## src/rtl/ucode_pkg.sv

```systemverilog
// Shared definitions for the microcode sequencer: layer kinds, pipeline word
// bit positions and the layer-slot one-hot Mode helper.
package ucode_pkg;

  typedef enum logic [1:0] {
    KIND_CONV = 2'd0,
    KIND_POOL = 2'd1,
    KIND_FC   = 2'd2,
    KIND_OFF  = 2'd3
  } kind_e;

  localparam int unsigned PIPE_W          = 16;
  localparam int unsigned PIPE_CMP_LSB    = 14;  // [15:14] comparator ctrl
  localparam int unsigned PIPE_WR_MUX     = 13;
  localparam int unsigned PIPE_ADD_IN     = 12;
  localparam int unsigned PIPE_ADD_LSB    = 10;  // [11:10] adder ctrl
  localparam int unsigned PIPE_MUL_EN_LSB = 4;   // [9:4] mul path enables
  localparam int unsigned PIPE_MUL_CTRL   = 3;
  localparam int unsigned PIPE_MUL_SEL    = 2;
  localparam int unsigned PIPE_ALU_MUX    = 1;
  localparam int unsigned PIPE_DONE       = 0;

  localparam int unsigned MODE_MAX = 32;

  // Slot 0 maps to the MSB of a num_layers-wide one-hot; caller truncates.
  function automatic logic [MODE_MAX-1:0] mode_onehot(input int unsigned slot,
                                                      input int unsigned num_layers);
    mode_onehot = MODE_MAX'(1) << (num_layers - 1 - slot);
  endfunction

endpackage

```

## src/rtl/ucode_loop_ctr.sv

```systemverilog
// Nested loop counters: h innermost (only when enabled), then w, then d.
module ucode_loop_ctr #(
  parameter int unsigned W_BITS = 9,
  parameter int unsigned D_BITS = 5,
  parameter int unsigned H_BITS = 4
) (
  input  logic              clk,
  input  logic              rst_n,
  input  logic              clr,
  input  logic              adv,
  input  logic              h_en,
  input  logic [W_BITS-1:0] w_max,
  input  logic [D_BITS-1:0] d_max,
  input  logic [H_BITS-1:0] h_max,
  output logic [H_BITS-1:0] h,
  output logic [W_BITS-1:0] w,
  output logic [D_BITS-1:0] d,
  output logic              last_c
);

  logic h_last, w_last, d_last;

  // With h disabled it stays at 0 and counts as already at its bound.
  always_comb begin
    h_last = !h_en || (h == h_max);
    w_last = (w == w_max);
    d_last = (d == d_max);
    last_c = h_last && w_last && d_last;
  end

  // Advance the innermost counter, carrying outward with exact wrap at max.
  always_ff @(posedge clk or negedge rst_n) begin
    if (!rst_n) begin
      h <= '0;
      w <= '0;
      d <= '0;
    end else if (clr) begin
      h <= '0;
      w <= '0;
      d <= '0;
    end else if (adv) begin
      if (!h_last) begin
        h <= h + H_BITS'(1);
      end else begin
        h <= '0;
        if (!w_last) begin
          w <= w + W_BITS'(1);
        end else begin
          w <= '0;
          d <= d_last ? '0 : d + D_BITS'(1);
        end
      end
    end
  end

endmodule

```

## src/rtl/ucode_sequencer.sv

```systemverilog
// Walks the enabled layer slots and emits one microcode bundle per loop tuple
// through a registered valid/ready output stage.
module ucode_sequencer
  import ucode_pkg::*;
#(
  parameter int unsigned NUM_LAYERS = 7,
  parameter int unsigned W_BITS     = 9,
  parameter int unsigned D_BITS     = 5,
  parameter int unsigned H_BITS     = 4,
  parameter int unsigned LANES      = 5
) (
  input  logic                                  clk,
  input  logic                                  rst_n,
  input  logic                                  cfg_we,
  input  logic [$clog2(NUM_LAYERS)-1:0]         cfg_slot,
  input  logic [1:0]                            cfg_kind,
  input  logic [W_BITS-1:0]                     cfg_w_max,
  input  logic [D_BITS-1:0]                     cfg_d_max,
  input  logic [H_BITS-1:0]                     cfg_h_max,
  input  logic                                  start,
  output logic                                  busy,
  output logic                                  done,
  output logic                                  ucode_valid,
  input  logic                                  ucode_ready,
  output logic [15:0]                           pipeline_ucode,
  output logic [W_BITS+D_BITS+NUM_LAYERS:0]     data_read_ucode,
  output logic [W_BITS+D_BITS+NUM_LAYERS:0]     data_write_ucode,
  output logic [4+D_BITS+NUM_LAYERS:0]          weight_read_ucode
);

  localparam int unsigned SLOT_BITS = $clog2(NUM_LAYERS);
  localparam int unsigned PTR_BITS  = SLOT_BITS + 1;
  localparam int unsigned DW        = W_BITS + D_BITS + NUM_LAYERS + 1;
  localparam int unsigned WW        = 4 + D_BITS + NUM_LAYERS + 1;
  localparam logic [W_BITS-1:0] LANES_W = W_BITS'(LANES);

  typedef enum logic [1:0] {S_IDLE, S_SEEK, S_EMIT, S_DONE} state_e;

  state_e state_q, state_d;

  kind_e             kind_q [NUM_LAYERS];
  logic [W_BITS-1:0] wmax_q [NUM_LAYERS];
  logic [D_BITS-1:0] dmax_q [NUM_LAYERS];
  logic [H_BITS-1:0] hmax_q [NUM_LAYERS];

  logic [SLOT_BITS-1:0] cur_slot, found_idx;
  logic [PTR_BITS-1:0]  seek_ptr;
  logic                 found;

  logic load_word, ctr_clr, ctr_adv, take_slot, run_start, fire;

  kind_e             cur_kind;
  logic [W_BITS-1:0] cur_wmax;
  logic [D_BITS-1:0] cur_dmax;
  logic [H_BITS-1:0] cur_hmax;
  logic [NUM_LAYERS-1:0] mode;

  logic [H_BITS-1:0] h;
  logic [W_BITS-1:0] w;
  logic [D_BITS-1:0] d;
  logic              ctr_last_c;

  logic [15:0]       pipe_c;
  logic [DW-1:0]     rd_c, wr_c;
  logic [WW-1:0]     wt_c;

  // Descriptor table; writes are dropped while a run is in flight.
  always_ff @(posedge clk or negedge rst_n) begin
    if (!rst_n) begin
      for (int i = 0; i < NUM_LAYERS; i++) begin
        kind_q[i] <= KIND_OFF;
        wmax_q[i] <= '0;
        dmax_q[i] <= '0;
        hmax_q[i] <= '0;
      end
    end else if (cfg_we && !busy && (32'(cfg_slot) < NUM_LAYERS)) begin
      kind_q[cfg_slot] <= kind_e'(cfg_kind);
      wmax_q[cfg_slot] <= cfg_w_max;
      dmax_q[cfg_slot] <= cfg_d_max;
      hmax_q[cfg_slot] <= cfg_h_max;
    end
  end

  // First enabled slot at or after seek_ptr; while emitting this also tells
  // whether any enabled slot follows the current one.
  always_comb begin
    found     = 1'b0;
    found_idx = '0;
    for (int i = 0; i < NUM_LAYERS; i++) begin
      if (!found && (PTR_BITS'(i) >= seek_ptr) && (kind_q[i] != KIND_OFF)) begin
        found     = 1'b1;
        found_idx = SLOT_BITS'(i);
      end
    end
  end

  // Current slot descriptor and its Mode one-hot.
  always_comb begin
    cur_kind = kind_q[cur_slot];
    cur_wmax = wmax_q[cur_slot];
    cur_dmax = dmax_q[cur_slot];
    cur_hmax = hmax_q[cur_slot];
    mode     = NUM_LAYERS'(mode_onehot(32'(cur_slot), NUM_LAYERS));
  end

  ucode_loop_ctr #(
    .W_BITS(W_BITS),
    .D_BITS(D_BITS),
    .H_BITS(H_BITS)
  ) u_loop_ctr (
    .clk    (clk),
    .rst_n  (rst_n),
    .clr    (ctr_clr),
    .adv    (ctr_adv),
    .h_en   (cur_kind == KIND_CONV),
    .w_max  (cur_wmax),
    .d_max  (cur_dmax),
    .h_max  (cur_hmax),
    .h      (h),
    .w      (w),
    .d      (d),
    .last_c (ctr_last_c)
  );

  // FSM state register.
  always_ff @(posedge clk or negedge rst_n) begin
    if (!rst_n) state_q <= S_IDLE;
    else        state_q <= state_d;
  end

  // Next state and control strobes. Each tuple is loaded into the output
  // stage one cycle after it becomes current; a fire retires it.
  always_comb begin
    state_d   = state_q;
    load_word = 1'b0;
    ctr_clr   = 1'b0;
    ctr_adv   = 1'b0;
    take_slot = 1'b0;
    run_start = 1'b0;
    fire      = ucode_valid && ucode_ready;
    case (state_q)
      S_IDLE: begin
        if (start) begin
          state_d   = S_SEEK;
          run_start = 1'b1;
        end
      end
      S_SEEK: begin
        if (found) begin
          state_d   = S_EMIT;
          take_slot = 1'b1;
          ctr_clr   = 1'b1;
        end else begin
          state_d = S_DONE;
        end
      end
      S_EMIT: begin
        if (!ucode_valid) begin
          load_word = 1'b1;
        end else if (ucode_ready) begin
          if (ctr_last_c) state_d = S_SEEK;
          else            ctr_adv = 1'b1;
        end
      end
      S_DONE:  state_d = S_IDLE;
      default: state_d = S_IDLE;
    endcase
  end

  // Slot pointer bookkeeping.
  always_ff @(posedge clk or negedge rst_n) begin
    if (!rst_n) begin
      cur_slot <= '0;
      seek_ptr <= '0;
    end else if (run_start) begin
      seek_ptr <= '0;
    end else if (take_slot) begin
      cur_slot <= found_idx;
      seek_ptr <= PTR_BITS'(found_idx) + PTR_BITS'(1);
    end
  end

  // Microcode bundle for the current tuple.
  always_comb begin
    pipe_c = '0;
    rd_c   = '0;
    wr_c   = '0;
    wt_c   = '0;
    pipe_c[PIPE_CMP_LSB +: 2] = 2'b01;
    pipe_c[PIPE_WR_MUX]       = 1'b0;
    case (cur_kind)
      KIND_CONV: begin
        pipe_c[PIPE_ADD_IN]          = (h != '0);
        pipe_c[PIPE_ADD_LSB +: 2]    = (h == cur_hmax) ? 2'b11 : 2'b00;
        pipe_c[PIPE_MUL_EN_LSB +: 6] = (h == '0) ? 6'b111100 : 6'b011100;
        wt_c = {4'(h), d, mode, 1'b1};
        rd_c = {w, D_BITS'(h), mode, 1'b1};
        wr_c = {w, d, mode, (h == cur_hmax)};
      end
      KIND_POOL: begin
        pipe_c[PIPE_MUL_CTRL] = 1'b1;
        pipe_c[PIPE_MUL_SEL]  = 1'b1;
        pipe_c[PIPE_ALU_MUX]  = 1'b1;
        rd_c = {{w[W_BITS-2:0], 1'b0}, d, mode, 1'b1};
        wr_c = {w, d, mode, 1'b1};
      end
      KIND_FC: begin
        pipe_c[PIPE_ADD_IN]          = (w != '0);
        pipe_c[PIPE_ADD_LSB +: 2]    = (w == cur_wmax) ? 2'b11 : 2'b00;
        pipe_c[PIPE_MUL_EN_LSB +: 6] = (w == '0) ? 6'b111111 : 6'b011111;
        pipe_c[PIPE_DONE]            = ctr_last_c && !found;
        wt_c = {4'(w), d, mode, 1'b1};
        rd_c = {w * LANES_W, D_BITS'(0), mode, 1'b1};
        wr_c = {W_BITS'(d), D_BITS'(0), mode, (w == cur_wmax)};
      end
      default: ;
    endcase
  end

  // Registered outputs: status flags and the valid/ready output stage.
  always_ff @(posedge clk or negedge rst_n) begin
    if (!rst_n) begin
      busy              <= 1'b0;
      done              <= 1'b0;
      ucode_valid       <= 1'b0;
      pipeline_ucode    <= '0;
      data_read_ucode   <= '0;
      data_write_ucode  <= '0;
      weight_read_ucode <= '0;
    end else begin
      busy <= (state_d == S_SEEK) || (state_d == S_EMIT);
      done <= (state_d == S_DONE);
      if (load_word) begin
        ucode_valid       <= 1'b1;
        pipeline_ucode    <= pipe_c;
        data_read_ucode   <= rd_c;
        data_write_ucode  <= wr_c;
        weight_read_ucode <= wt_c;
      end else if (fire) begin
        ucode_valid <= 1'b0;
      end
    end
  end

endmodule

```

## config.mk

```make
export PLATFORM = sky130hd
export DESIGN_NAME = ucode_sequencer
export DESIGN_NICKNAME = d
export VERILOG_FILES = /design/src/rtl/ucode_pkg.sv /design/src/rtl/ucode_loop_ctr.sv /design/src/rtl/ucode_sequencer.sv
export SDC_FILE = /design/constraint.sdc
export NUM_CORES = 1
export LEC_CHECK = 0
export BUFFER_PORTS_ARGS = -buffer_cell sky130_fd_sc_hd__clkbuf_2
export CAP_MARGIN = 40
export CORE_MARGIN = 3
export CORE_UTILIZATION = 60
export DETAILED_ROUTE_END_ITERATION = 8
export GPL_TIMING_DRIVEN = 0
export HOLD_SLACK_MARGIN = 0.12
export PLACE_DENSITY = 0.81
export SYNTH_ARGS = -nofsm -noshare
export SYNTH_HDL_FRONTEND = slang
export SYNTH_SLANG_ARGS = --single-unit
export TNS_END_PERCENT = 100
```

## constraint.sdc

```tcl
create_clock -name clk -period 3.45 [get_ports clk]
set_input_delay 1.035 -clock clk [delete_from_list [all_inputs] [get_ports clk]]
set_output_delay 1.035 -clock clk [all_outputs]
set_load 0.05 [all_outputs]
```

==> flow_results.xml, run 1 <==
<?xml version="1.0" encoding="UTF-8"?>
<metrics>
  <group name="outcome">
    <metric name="status" unit="">completed</metric>
  </group>
  <group name="routing">
    <metric name="drt_iter0_markers" unit="">524</metric>
    <metric name="wl_per_cell" unit="um">20.2</metric>
    <metric name="final_antenna_net_count" unit="">0</metric>
    <metric name="route.detailed.vias_per_inst" unit="">6.11</metric>
    <metric name="finalWirelength" unit="mm">27.6</metric>
    <metric name="drt-pass1-iter-count" unit="">5</metric>
    <metric name="via_count" unit="">8346</metric>
    <metric name="drt_drc_violations_left" unit="">0</metric>
  </group>
  <group name="cts">
    <metric name="clkLatencyLatePin" unit="ns">0.52</metric>
    <metric name="cts_tree" unit="">done</metric>
    <metric name="clockRootBuffer" unit="">clkbuf_16</metric>
    <metric name="cts_hold_repair.buffers" unit="">0</metric>
    <metric name="path_clk_slew" unit="ns">0.06</metric>
    <metric name="numClockSinks" unit="">231</metric>
    <metric name="cts-buffers-inserted" unit="">24</metric>
    <metric name="cts.htree.levels" unit="">1</metric>
    <metric name="cts_max_path_buffers" unit="">3</metric>
  </group>
  <group name="synthesis">
    <metric name="register_area_share_after_synthesis" unit="%">50.8</metric>
    <metric name="synthArstFlopShare" unit="%">100</metric>
    <metric name="synth-seq-cells" unit="">231</metric>
    <metric name="synth_largest_type_area_fraction" unit="%">47.6</metric>
    <metric name="netlist.top_cell.by_area" unit="">dfrtp_1</metric>
    <metric name="synth.distinct_cells" unit="">61</metric>
    <metric name="prevailing_post_synth_register_cell" unit="">dfrtp_1</metric>
    <metric name="top_cell_types_by_occurrence_after_synthesis" unit="">217 x dfrtp_1, 151 x mux2_2, 106 x nand2_1</metric>
    <metric name="postSynthAreaPerCell" unit="um2">11.6</metric>
    <metric name="post-synth-top-count-cell" unit="">dfrtp_1</metric>
    <metric name="ys.warnings.count" unit="">0</metric>
    <metric name="synth_cells" unit="">985</metric>
    <metric name="synth-edff-count" unit="">0</metric>
    <metric name="synth.cell_area" unit="mm2">0.0114</metric>
    <metric name="synth.top_cells.by_area" unit="">dfrtp_1 48%, mux2_2 15%, mux2i_1 5.0%</metric>
  </group>
  <group name="floorplanning">
    <metric name="start_util" unit="%">62.3</metric>
    <metric name="die_height" unit="um">144</metric>
    <metric name="floorplan.die_area" unit="mm2">0.0207</metric>
    <metric name="pin_count" unit="">108</metric>
    <metric name="coreArea" unit="mm2">0.0183</metric>
    <metric name="num_rows" unit="">49</metric>
    <metric name="die_w" unit="um">144</metric>
  </group>
  <group name="layout">
    <metric name="fillerInstances" unit="">1307</metric>
    <metric name="final_layout_size_suffix_gt1_share" unit="%">32.9</metric>
    <metric name="fin_nets" unit="">1169</metric>
    <metric name="synthToLayoutAreaGrowth" unit="%">14.9</metric>
    <metric name="antenna_diode_count" unit="">0</metric>
    <metric name="fin_area" unit="mm2">0.0131</metric>
  </group>
  <group name="sta">
    <metric name="timing.clock.skew" unit="ns">0.0126</metric>
    <metric name="period_minus_slack" unit="ns">3.33</metric>
    <metric name="hold_viol" unit="">0</metric>
    <metric name="setup_viol_count_final" unit="">0</metric>
    <metric name="number_of_pins_exceeding_their_max_slew_limit_in_the_final_report" unit="">0</metric>
    <metric name="slew-limit-headroom" unit="%">39.0</metric>
    <metric name="period_share" unit="%">96.4</metric>
    <metric name="worst-slew-pin-transition" unit="ns">0.916</metric>
    <metric name="fmax" unit="MHz">301</metric>
    <metric name="fin_ws" unit="ns">0.124</metric>
    <metric name="rsz0062_at_grt" unit="">yes</metric>
  </group>
  <group name="critical_path">
    <metric name="r2r.worst_path.cells" unit="">11</metric>
    <metric name="r2r_slack" unit="ns">0.12</metric>
    <metric name="timing.critical_path.arrival" unit="ns">3.72</metric>
    <metric name="r2r-end" unit="">busy</metric>
    <metric name="max_stage_delay" unit="ns">0.54</metric>
    <metric name="crit-reg2reg-launch" unit="">cur_slot[2]</metric>
    <metric name="critical-path-slowest-cell" unit="">nor2b_1</metric>
    <metric name="crit_path_frequent_cell" unit="">buf_2</metric>
    <metric name="path_delay_family" unit="">simple AND/OR/NAND/NOR gates</metric>
    <metric name="critPathKind" unit="">reg2reg</metric>
    <metric name="start_kind" unit="">flop</metric>
    <metric name="cp.buffers_inverters" unit="">2</metric>
    <metric name="critical_path_depth" unit="">11</metric>
    <metric name="highest_fanout_seen_on_the_critical_path" unit="">9</metric>
    <metric name="kind_of_capture_point_of_the_worst_setup_path" unit="">flop</metric>
    <metric name="required" unit="ns">3.85</metric>
    <metric name="worstPathCellList" unit="">buf_2 -&gt; nor2b_1 -&gt; a22o_1 -&gt; or3_1 -&gt; nand4_1 -&gt; o311a_1 -&gt; or3b_1 -&gt; buf_2 -&gt; nor2_1 -&gt; o21ai_0 -&gt; ha_1</metric>
  </group>
  <group name="global_routing">
    <metric name="track_usage" unit="%">27.3</metric>
    <metric name="maximum_number_of_pins_on_one_net_before_global_route_repair" unit="">111</metric>
    <metric name="antenna_found_initial" unit="">0</metric>
    <metric name="first_pass_grt_wire_length" unit="mm">44.8</metric>
    <metric name="first_global_vias" unit="">8331</metric>
    <metric name="grt-ovfl-total" unit="">0</metric>
  </group>
  <group name="placement">
    <metric name="io_buffers" unit="">105</metric>
    <metric name="globalplace.congestion" unit="">0.925</metric>
    <metric name="dpl.hpwl" unit="mm">19.1</metric>
    <metric name="pre_cts_ws" unit="ns">-0.0105</metric>
    <metric name="total_placed_instance_area" unit="mm2">0.0123</metric>
  </group>
  <group name="power">
    <metric name="power.density" unit="mW/mm2">1000</metric>
    <metric name="ir_worst_vdd" unit="uV">529</metric>
    <metric name="power_leakage" unit="nW">5.96</metric>
  </group>
  <group name="min_path">
    <metric name="worst_min_path_class" unit="">in2async</metric>
  </group>
  <group name="job">
    <metric name="timing.max_cap.violations" unit="">0</metric>
  </group>
</metrics>
==> per-stage QoR <==
stage	std cells	util, %	TNS (ns)	total power, mW	hold WS (ns)
CTS	1365	71.3	0	13.1	0.349
floorplan	986	-	0	8.94	0.473
finish	1367	71.6	0	13.1	0.356
detailed placement	1322	67.1	-0.0105	10.5	0.456
global route	1367	71.6	-0.294	13.9	0.353
global placement	1320	66.7	-699.46	10.3	0.450
==> repair_timing <==
action	in CTS	in global routing
endpoints found under the setup margin	8	33
pin swaps	0	1
endpoints found under the hold margin	0	0
resized for setup	1	13
cloned	0	0
buffers inserted	0	2
==> worst reg2reg max path: stages (launching register included) <==
cell and delay (ns):
dfrtp_1 0.36, buf_2 0.19, nor2b_1 0.54, a22o_1 0.25, or3_1 0.11, nand4_1 0.20, o311a_1 0.45, or3b_1 0.36
buf_2 0.19, nor2_1 0.11, o21ai_0 0.12, ha_1 0.32
==> power breakdown <==
group,internal [mW],leakage [nW],total [mW],switching (mW)
Sequential,3.90,2.83,4.62,0.714
Combinational,2.36,2.76,6.00,3.64
Clock,1.48,0.376,2.53,1.05
==> cells by family after synthesis <==
family	share of synthesized area (%)
compound gates	9.24
xor+xnor	1.46
fa+ha+maj	2.26
buf+inv	4.04
flops	50.8
mux	21.7
other cells	0.0328
simple gates	10.5
==> layout by cell type, fill, tap and decap left out, types with 20 or more instances in the layout <==
| cell | synthesis | routed |
|---|---|---|
| a21oi_1 | 24 | 24 |
| buf_4 | 21 | 25 |
| clkbuf_1 | 41 | 47 |
| clkbuf_16 | 0 | 25 |
| clkbuf_2 | 0 | 104 |
| dfrtp_1 | 217 | 217 |
| mux2_2 | 151 | 151 |
| mux2i_1 | 57 | 57 |
| nand2_1 | 106 | 106 |
| nand3_1 | 20 | 20 |
| nor2_1 | 33 | 33 |
| o21ai_0 | 62 | 61 |
==> cell type report <==
type	instances	area [um2]	area share, %
plain buffers	75	398	3.03
clock buffers	35	703	5.36
clock inverters	8	68.8	0.525
inverters	19	76.3	0.582
multi-input cells	661	5180	39.5
flip-flops and latches	231	5800	44.2
well taps	229	287	2.18
repair buffers	109	604	4.61
==> routing by layer <==
metal,share of wire (%),track usage [%],wire (um)
met1,42,36.6,11600
met2,48,46.1,13300
met3,7.0,4.69,1940
met4,2.9,7.88,788
met5,0,0,0
==> flip-flops by register name, summed over array words and instances, names as in the netlist, 2 cells and up <==
signal	flops
hmax_q	28
wmax_q	63
pipeline_ucode	7
u_loop_ctr.w	9
data_write_ucode	15
weight_read_ucode	17
kind_q	14
dmax_q	35
cur_slot	3
data_read_ucode	22
u_loop_ctr.h	4
seek_ptr	4
u_loop_ctr.d	5
state_q	2
==> worst max path at each step <==
stage,end,startpoint
global route,u_loop_ctr.d[4],cur_slot[2]
global placement,hmax_q[14],rst_n
floorplan,busy,cur_slot[2]
CTS,busy,cur_slot[0]
detailed placement,busy,cur_slot[1]
finish,busy,cur_slot[2]
(Power assumes the default switching activity.)
==> inputs of run 2 (changes only) <==
--- a/config.mk
+++ b/config.mk
@@ -7,12 +7,15 @@
 export LEC_CHECK = 0
 export BUFFER_PORTS_ARGS = -buffer_cell sky130_fd_sc_hd__clkbuf_2
 export CAP_MARGIN = 40
+export CELL_PAD_IN_SITES_DETAIL_PLACEMENT = 0
+export CELL_PAD_IN_SITES_GLOBAL_PLACEMENT = 1
 export CORE_MARGIN = 3
-export CORE_UTILIZATION = 60
+export CORE_UTILIZATION = 48
 export DETAILED_ROUTE_END_ITERATION = 8
+export GPL_ROUTABILITY_DRIVEN = 0
 export GPL_TIMING_DRIVEN = 0
 export HOLD_SLACK_MARGIN = 0.12
-export PLACE_DENSITY = 0.81
+export PLACE_DENSITY_LB_ADDON = 0.1
 export SYNTH_ARGS = -nofsm -noshare
 export SYNTH_HDL_FRONTEND = slang
 export SYNTH_SLANG_ARGS = --single-unit
==> flow_results.xml, run 2 (synthesized netlist as in run 1, its figures left out) <==
<?xml version="1.0" encoding="UTF-8"?>
<metrics>
  <group name="outcome">
    <metric name="status" unit="">finished, violations left</metric>
    <metric name="violations" unit="">negative setup slack</metric>
  </group>
  <group name="layout">
    <metric name="synthToLayoutAreaGrowth" unit="%">17.2</metric>
    <metric name="reg.largest.list" unit="">wmax_q: 63 flops, dmax_q: 35 flops, hmax_q: 28 flops</metric>
    <metric name="finish.cell_count_without_fillers" unit="">1455</metric>
    <metric name="antenna_diode_count" unit="">0</metric>
    <metric name="final_layout_size_suffix_gt1_share" unit="%">33.5</metric>
    <metric name="largest_register_ffs" unit="">63</metric>
    <metric name="fin_area" unit="mm2">0.0134</metric>
    <metric name="commonest_non_fill_non_tap_cell_in_the_layout" unit="">dfrtp_1</metric>
    <metric name="commonest_cells_after_routing_fill_and_taps_aside" unit="">216 x dfrtp_1, 151 x mux2_2, 106 x nand2_1, 104 x clkbuf_2, 61 x o21ai_0</metric>
    <metric name="fin_nets" unit="">1171</metric>
    <metric name="max_flop_register" unit="">wmax_q</metric>
  </group>
  <group name="cts">
    <metric name="clkLatencyLatePin" unit="ns">0.52</metric>
    <metric name="path_clk_slew" unit="ns">0.06</metric>
    <metric name="cts-buffers-inserted" unit="">25</metric>
    <metric name="cts_tree" unit="">done</metric>
    <metric name="clockRootBuffer" unit="">clkbuf_16</metric>
    <metric name="cts_hold_repair.buffers" unit="">0</metric>
    <metric name="cts.htree.levels" unit="">1</metric>
    <metric name="cts_max_path_buffers" unit="">3</metric>
    <metric name="numClockSinks" unit="">231</metric>
  </group>
  <group name="global_routing">
    <metric name="first_global_vias" unit="">8258</metric>
    <metric name="first_pass_grt_wire_length" unit="mm">47.7</metric>
    <metric name="track_usage" unit="%">23.5</metric>
    <metric name="grt-ovfl-total" unit="">0</metric>
    <metric name="maximum_number_of_pins_on_one_net_before_global_route_repair" unit="">97</metric>
    <metric name="antenna_found_initial" unit="">0</metric>
  </group>
  <group name="floorplanning">
    <metric name="floorplan.die_area" unit="mm2">0.0257</metric>
    <metric name="num_rows" unit="">55</metric>
    <metric name="die_height" unit="um">160</metric>
    <metric name="die_w" unit="um">160</metric>
    <metric name="start_util" unit="%">49.7</metric>
    <metric name="coreArea" unit="mm2">0.0230</metric>
    <metric name="pin_count" unit="">108</metric>
  </group>
  <group name="critical_path">
    <metric name="timing.critical_path.arrival" unit="ns">3.85</metric>
    <metric name="critPathKind" unit="">reg2reg</metric>
    <metric name="start_kind" unit="">flop</metric>
    <metric name="required" unit="ns">3.83</metric>
    <metric name="kind_of_capture_point_of_the_worst_setup_path" unit="">flop</metric>
    <metric name="highest_fanout_seen_on_the_critical_path" unit="">10</metric>
  </group>
  <group name="sta">
    <metric name="worst-slew-pin-transition" unit="ns">0.883</metric>
    <metric name="number_of_pins_exceeding_their_max_slew_limit_in_the_final_report" unit="">0</metric>
    <metric name="period_share" unit="%">101</metric>
    <metric name="setup_total_negative_slack" unit="ns">-0.0202</metric>
    <metric name="rsz0062_at_grt" unit="">yes</metric>
    <metric name="slew-limit-headroom" unit="%">41.2</metric>
    <metric name="setup_viol_count_final" unit="">1</metric>
    <metric name="fin_ws" unit="ns">-0.0202</metric>
    <metric name="timing.clock.skew" unit="ns">0.0112</metric>
    <metric name="period_minus_slack" unit="ns">3.47</metric>
    <metric name="hold_viol" unit="">0</metric>
    <metric name="fmax" unit="MHz">288</metric>
  </group>
  <group name="routing">
    <metric name="drt_drc_violations_left" unit="">0</metric>
    <metric name="drt-pass1-iter-count" unit="">4</metric>
    <metric name="wl_per_cell" unit="um">20.4</metric>
    <metric name="final_antenna_net_count" unit="">0</metric>
    <metric name="route.detailed.vias_per_inst" unit="">5.55</metric>
    <metric name="finalWirelength" unit="mm">29.7</metric>
    <metric name="via_count" unit="">8075</metric>
    <metric name="drt_iter0_markers" unit="">404</metric>
  </group>
  <group name="power">
    <metric name="ir_worst_vdd" unit="uV">457</metric>
    <metric name="total_power" unit="mW">13.5</metric>
    <metric name="power.density" unit="mW/mm2">1010</metric>
    <metric name="power_leakage" unit="nW">6.04</metric>
  </group>
  <group name="job">
    <metric name="timing.max_cap.violations" unit="">0</metric>
  </group>
  <group name="placement">
    <metric name="io_buffers" unit="">105</metric>
    <metric name="place.detailed.instances" unit="">1409</metric>
    <metric name="dpl.hpwl" unit="mm">21.4</metric>
    <metric name="pre_cts_ws" unit="ns">-0.401</metric>
    <metric name="total_placed_instance_area" unit="mm2">0.0124</metric>
  </group>
  <group name="min_path">
    <metric name="worst_min_path_class" unit="">reg2reg</metric>
  </group>
</metrics>
-- run 2: worst paths after layout --
kind / startpoint / end / slack [ns] / cells past startpoint
max: cur_slot[0] / busy / -0.02 / 11
min reg2reg: data_read_ucode[13] / data_read_ucode[13] / 0.46 / 2
max in group asynchronous: rst_n / wmax_q[0] / 2.09 / 2
min: data_read_ucode[13] / data_read_ucode[13] / 0.46 / 2
min in group asynchronous: rst_n / data_read_ucode[20] / 0.49 / 1
max reg2reg: cur_slot[0] / busy / -0.02 / 11
-- run 2: metal layers --
| metal | vias up | wire (um) | track usage (%) |
|---|---|---|---|
| met4 | 0 | 868 | 7.22 |
| met2 | 198 | 13600 | 37.7 |
| met3 | 56 | 1320 | 3.14 |
| li1 | 3791 | - | - |
| met1 | 4030 | 14000 | 33.6 |
| met5 | - | 0 | 0 |
-- run 2: repair_timing --
| item | in CTS | in global routing |
|---|---|---|
| pin swaps | 3 | 0 |
| buffers inserted | 1 | 0 |
| gates resized for setup | 12 | 5 |
| setup endpoints to repair | 41 | 13 |
-- run 2: area by class of cell --
cell class / count / area [um2]
Buffer: 74 / 404
Clock buffer: 38 / 754
Clock inverter: 8 / 119
Fill cell: 2038 / 9610
Inverter: 19 / 73.8
Multi-Input combinational cell: 661 / 5200
Sequential cell: 231 / 5800
Tap cell: 313 / 392
Timing Repair Buffer: 111 / 634
-- run 2: power breakdown --
part / switching [mW] / internal [mW] / total [mW]
sequential: 0.700 / 3.90 / 4.60
combinational: 3.70 / 2.38 / 6.08
clock: 1.10 / 1.73 / 2.82
total: 5.49 / 8.01 / 13.5
-- run 2: through the flow --
stage / hold slack (ns) / util [%]
6_report: 0.463 / 58.2
5_1_grt: 0.503 / 58.2
4_1_cts: 0.468 / 58.1
3_5_place_dp: 0.455 / 54.1
3_3_place_gp: 0.450 / 53.7
2_1_floorplan: 0.473 / -
-- run 2: worst max-delay path: stages (launching register included) --
cell,delay [ns]
dfrtp_1,0.51
buf_4,0.29
nand2_1,0.25
o22ai_1,0.30
or3_1,0.14
nand4_1,0.18
o311a_1,0.44
or3b_1,0.37
buf_2,0.19
nor2_1,0.11
o21ai_0,0.13
ha_1,0.39
==> inputs of run 3 (changes only) <==
--- a/config.mk
+++ b/config.mk
@@ -7,10 +7,10 @@
 export LEC_CHECK = 0
 export BUFFER_PORTS_ARGS = -buffer_cell sky130_fd_sc_hd__clkbuf_2
 export CAP_MARGIN = 40
-export CELL_PAD_IN_SITES_DETAIL_PLACEMENT = 0
-export CELL_PAD_IN_SITES_GLOBAL_PLACEMENT = 1
+export CELL_PAD_IN_SITES_DETAIL_PLACEMENT = 1
+export CELL_PAD_IN_SITES_GLOBAL_PLACEMENT = 2
 export CORE_MARGIN = 3
-export CORE_UTILIZATION = 48
+export CORE_UTILIZATION = 40
 export DETAILED_ROUTE_END_ITERATION = 8
 export GPL_ROUTABILITY_DRIVEN = 0
 export GPL_TIMING_DRIVEN = 0
==> flow_results.xml, run 3 (synthesized netlist as in run 1, its figures left out) <==
<?xml version="1.0" encoding="UTF-8"?>
<metrics>
  <group name="outcome">
    <metric name="status" unit="">completed</metric>
  </group>
  <group name="routing">
    <metric name="final_antenna_net_count" unit="">0</metric>
    <metric name="drt_iter0_markers" unit="">431</metric>
    <metric name="route.detailed.vias_per_inst" unit="">5.38</metric>
    <metric name="drt-pass1-iter-count" unit="">5</metric>
    <metric name="via_count" unit="">8229</metric>
    <metric name="drt_drc_violations_left" unit="">0</metric>
    <metric name="wl_per_cell" unit="um">22.0</metric>
    <metric name="finalWirelength" unit="mm">33.6</metric>
  </group>
  <group name="cts">
    <metric name="cts_tree" unit="">done</metric>
    <metric name="clkLatencyLatePin" unit="ns">0.54</metric>
    <metric name="numClockSinks" unit="">231</metric>
    <metric name="path_clk_slew" unit="ns">0.06</metric>
    <metric name="cts.htree.levels" unit="">1</metric>
    <metric name="cts_hold_repair.buffers" unit="">0</metric>
    <metric name="clockRootBuffer" unit="">clkbuf_16</metric>
    <metric name="cts-buffers-inserted" unit="">27</metric>
    <metric name="cts_max_path_buffers" unit="">3</metric>
  </group>
  <group name="power">
    <metric name="combinationalPowerShare" unit="%">45.5</metric>
    <metric name="clockPowerShare" unit="%">21.5</metric>
    <metric name="seq_power_share" unit="%">32.9</metric>
    <metric name="power.density" unit="mW/mm2">1030</metric>
    <metric name="power_leakage" unit="nW">6.12</metric>
    <metric name="power_report.internal_total" unit="mW">8.27</metric>
    <metric name="switching_share" unit="%">41.1</metric>
    <metric name="power_switching" unit="mW">5.76</metric>
    <metric name="ir_worst_vdd" unit="uV">553</metric>
  </group>
  <group name="layout">
    <metric name="final_layout_size_suffix_gt1_share" unit="%">34.5</metric>
    <metric name="reg.largest.list" unit="">wmax_q: 63 flops, dmax_q: 35 flops, hmax_q: 28 flops</metric>
    <metric name="post-route-util" unit="%">48.9</metric>
    <metric name="fin_nets" unit="">1179</metric>
    <metric name="commonest_non_fill_non_tap_cell_in_the_layout" unit="">dfrtp_1</metric>
    <metric name="fin_area" unit="mm2">0.0137</metric>
    <metric name="synthToLayoutAreaGrowth" unit="%">19.7</metric>
    <metric name="finish.cell_count_without_fillers" unit="">1529</metric>
    <metric name="max_flop_register" unit="">wmax_q</metric>
    <metric name="commonest_cells_after_routing_fill_and_taps_aside" unit="">216 x dfrtp_1, 151 x mux2_2, 105 x nand2_1, 104 x clkbuf_2, 59 x o21ai_0</metric>
    <metric name="largest_register_ffs" unit="">63</metric>
  </group>
  <group name="global_routing">
    <metric name="globalRoute.busiestLayer" unit="">met2</metric>
    <metric name="track_usage" unit="%">22.2</metric>
    <metric name="gr-usage-met2" unit="%">37.8</metric>
    <metric name="gr-usage-met1" unit="%">30.0</metric>
    <metric name="maximum_number_of_pins_on_one_net_before_global_route_repair" unit="">97</metric>
    <metric name="grt_util_met3" unit="%">3.30</metric>
    <metric name="antenna_found_initial" unit="">0</metric>
    <metric name="grt-ovfl-total" unit="">0</metric>
    <metric name="first_global_vias" unit="">8925</metric>
    <metric name="first_pass_grt_wire_length" unit="mm">53.0</metric>
  </group>
  <group name="min_path">
    <metric name="worst_min_path_class" unit="">in2async</metric>
  </group>
  <group name="critical_path">
    <metric name="timing.critical_path.arrival" unit="ns">3.70</metric>
    <metric name="r2r_slack" unit="ns">0.13</metric>
    <metric name="start_kind" unit="">flop</metric>
    <metric name="r2r-end" unit="">busy</metric>
    <metric name="kind_of_capture_point_of_the_worst_setup_path" unit="">flop</metric>
    <metric name="max_stage_delay" unit="ns">0.52</metric>
    <metric name="r2r.worst_path.cells" unit="">12</metric>
    <metric name="highest_fanout_seen_on_the_critical_path" unit="">10</metric>
    <metric name="worstPathCellList" unit="">buf_4 -&gt; buf_6 -&gt; mux2i_1 -&gt; mux4_2 -&gt; xnor2_2 -&gt; nor3_2 -&gt; nand4bb_1 -&gt; or3b_1 -&gt; buf_6 -&gt; nor2_1 -&gt; o21ai_1 -&gt; ha_1</metric>
    <metric name="crit_path_frequent_cell" unit="">buf_6</metric>
    <metric name="critPathKind" unit="">reg2reg</metric>
    <metric name="required" unit="ns">3.83</metric>
    <metric name="capturing_element_of_the_worst_setup_path" unit="">busy</metric>
    <metric name="crit-reg2reg-launch" unit="">cur_slot[2]</metric>
    <metric name="timing.critical_path.from" unit="">cur_slot[2]</metric>
    <metric name="critical-path-slowest-cell" unit="">mux4_2</metric>
  </group>
  <group name="placement">
    <metric name="io_buffers" unit="">105</metric>
    <metric name="dpl.hpwl" unit="mm">24.1</metric>
    <metric name="total_placed_instance_area" unit="mm2">0.0125</metric>
    <metric name="place.detailed.instances" unit="">1476</metric>
  </group>
  <group name="floorplanning">
    <metric name="num_rows" unit="">61</metric>
    <metric name="die_height" unit="um">175</metric>
    <metric name="die_w" unit="um">175</metric>
    <metric name="start_util" unit="%">40.9</metric>
    <metric name="coreArea" unit="mm2">0.0279</metric>
    <metric name="pin_count" unit="">108</metric>
    <metric name="floorplan.die_area" unit="mm2">0.0306</metric>
  </group>
  <group name="sta">
    <metric name="number_of_pins_exceeding_their_max_slew_limit_in_the_final_report" unit="">0</metric>
    <metric name="worst-slew-pin-transition" unit="ns">0.881</metric>
    <metric name="slew-limit-headroom" unit="%">41.3</metric>
    <metric name="setup_viol_count_final" unit="">0</metric>
    <metric name="fmax" unit="MHz">301</metric>
    <metric name="timing.clock.skew" unit="ns">0.0116</metric>
    <metric name="period_share" unit="%">96.2</metric>
    <metric name="hold_viol" unit="">0</metric>
    <metric name="period_minus_slack" unit="ns">3.32</metric>
  </group>
  <group name="job">
    <metric name="timing.max_cap.violations" unit="">0</metric>
  </group>
</metrics>
[run 3: changes by cell type in the layout (fill, tap and decap cells not counted), moves of 2 or more]
| cell | previous run | this run |
|---|---|---|
| clkbuf_16 | 25 | 27 |
| buf_8 | 2 | 5 |
| nor2b_1 | 9 | 7 |
| buf_6 | 5 | 7 |
| buf_4 | 22 | 28 |
| nor2b_2 | 1 | 3 |
| clkbuf_4 | 2 | 0 |
| o21ai_0 | 61 | 59 |
| buf_2 | 5 | 1 |
| clkinv_2 | 4 | 2 |
| o21ai_1 | 1 | 3 |
[run 3: power groups by stage]
stage	clock, mW	combinational (mW)	sequential [mW]
floorplan	0	3.79	5.16
global placement	0	6.08	4.62
detailed placement	0	6.21	4.67
CTS	3.10	6.38	4.62
global route	3.21	6.97	4.75
finish	3.02	6.39	4.62
[run 3: cell type report]
| type | count | area (um2) |
|---|---|---|
| Buffer | 74 | 449 |
| Clock inverter | 8 | 143 |
| Inverter | 19 | 76.3 |
| Tap cell | 378 | 473 |
| Antenna cell | 1 | 2.50 |
| Timing Repair Buffer | 117 | 687 |
| Clock buffer | 40 | 795 |
| Sequential cell | 231 | 5800 |
| Multi-Input combinational cell | 661 | 5240 |
| Fill cell | 3017 | 14300 |
[run 3: through the flow]
stage,power (mW),setup WS (ns),TNS (ns),hold slack (ns)
4_1_cts,14.1,0.0233,0,0.448
3_3_place_gp,10.7,-3.57,-804.91,0.448
5_1_grt,14.9,-0.00283,-0.00283,0.462
2_1_floorplan,8.94,0.543,0,0.473
6_report,14.0,0.129,0,0.458
3_5_place_dp,10.9,-0.541,-8.17,0.459
[run 3: what timing repair did]
item                                    CTS  global route
pin swaps                                 4             5
endpoints found under the setup margin   55             2
gates resized for setup                  27            15
setup buffers                             3             2
[run 3: layer usage]
| layer | wire, um | share of wire [%] |
|---|---|---|
| met5 | 0 | 0 |
| met4 | 700 | 2.1 |
| met3 | 1450 | 4.3 |
| met2 | 16200 | 48 |
| met1 | 15300 | 46 |
[run 3: critical path, delay by kind of cell, from the launching register on]
family / cells / cell delay [ns]
simple gates: 4 / 0.96
mux: 2 / 0.65
buf+inv: 3 / 0.50
fa+ha+maj: 1 / 0.40
flops: 1 / 0.37
xor+xnor: 1 / 0.18
compound gates: 1 / 0.09
[run 3: worst min-delay path by stage]
| stage | startpoint | cells after the start | endpoint |
|---|---|---|---|
| after floorplan | dmax_q[7] | 1 | dmax_q[7] |
| after global placement | pipeline_ucode[14] | 1 | pipeline_ucode[14] |
| after detailed placement | data_read_ucode[13] | 2 | data_read_ucode[13] |
| after CTS | rst_n | 1 | pipeline_ucode[0] |
| after global routing | rst_n | 1 | u_loop_ctr.h[2] |
| final | rst_n | 1 | data_read_ucode[20] |
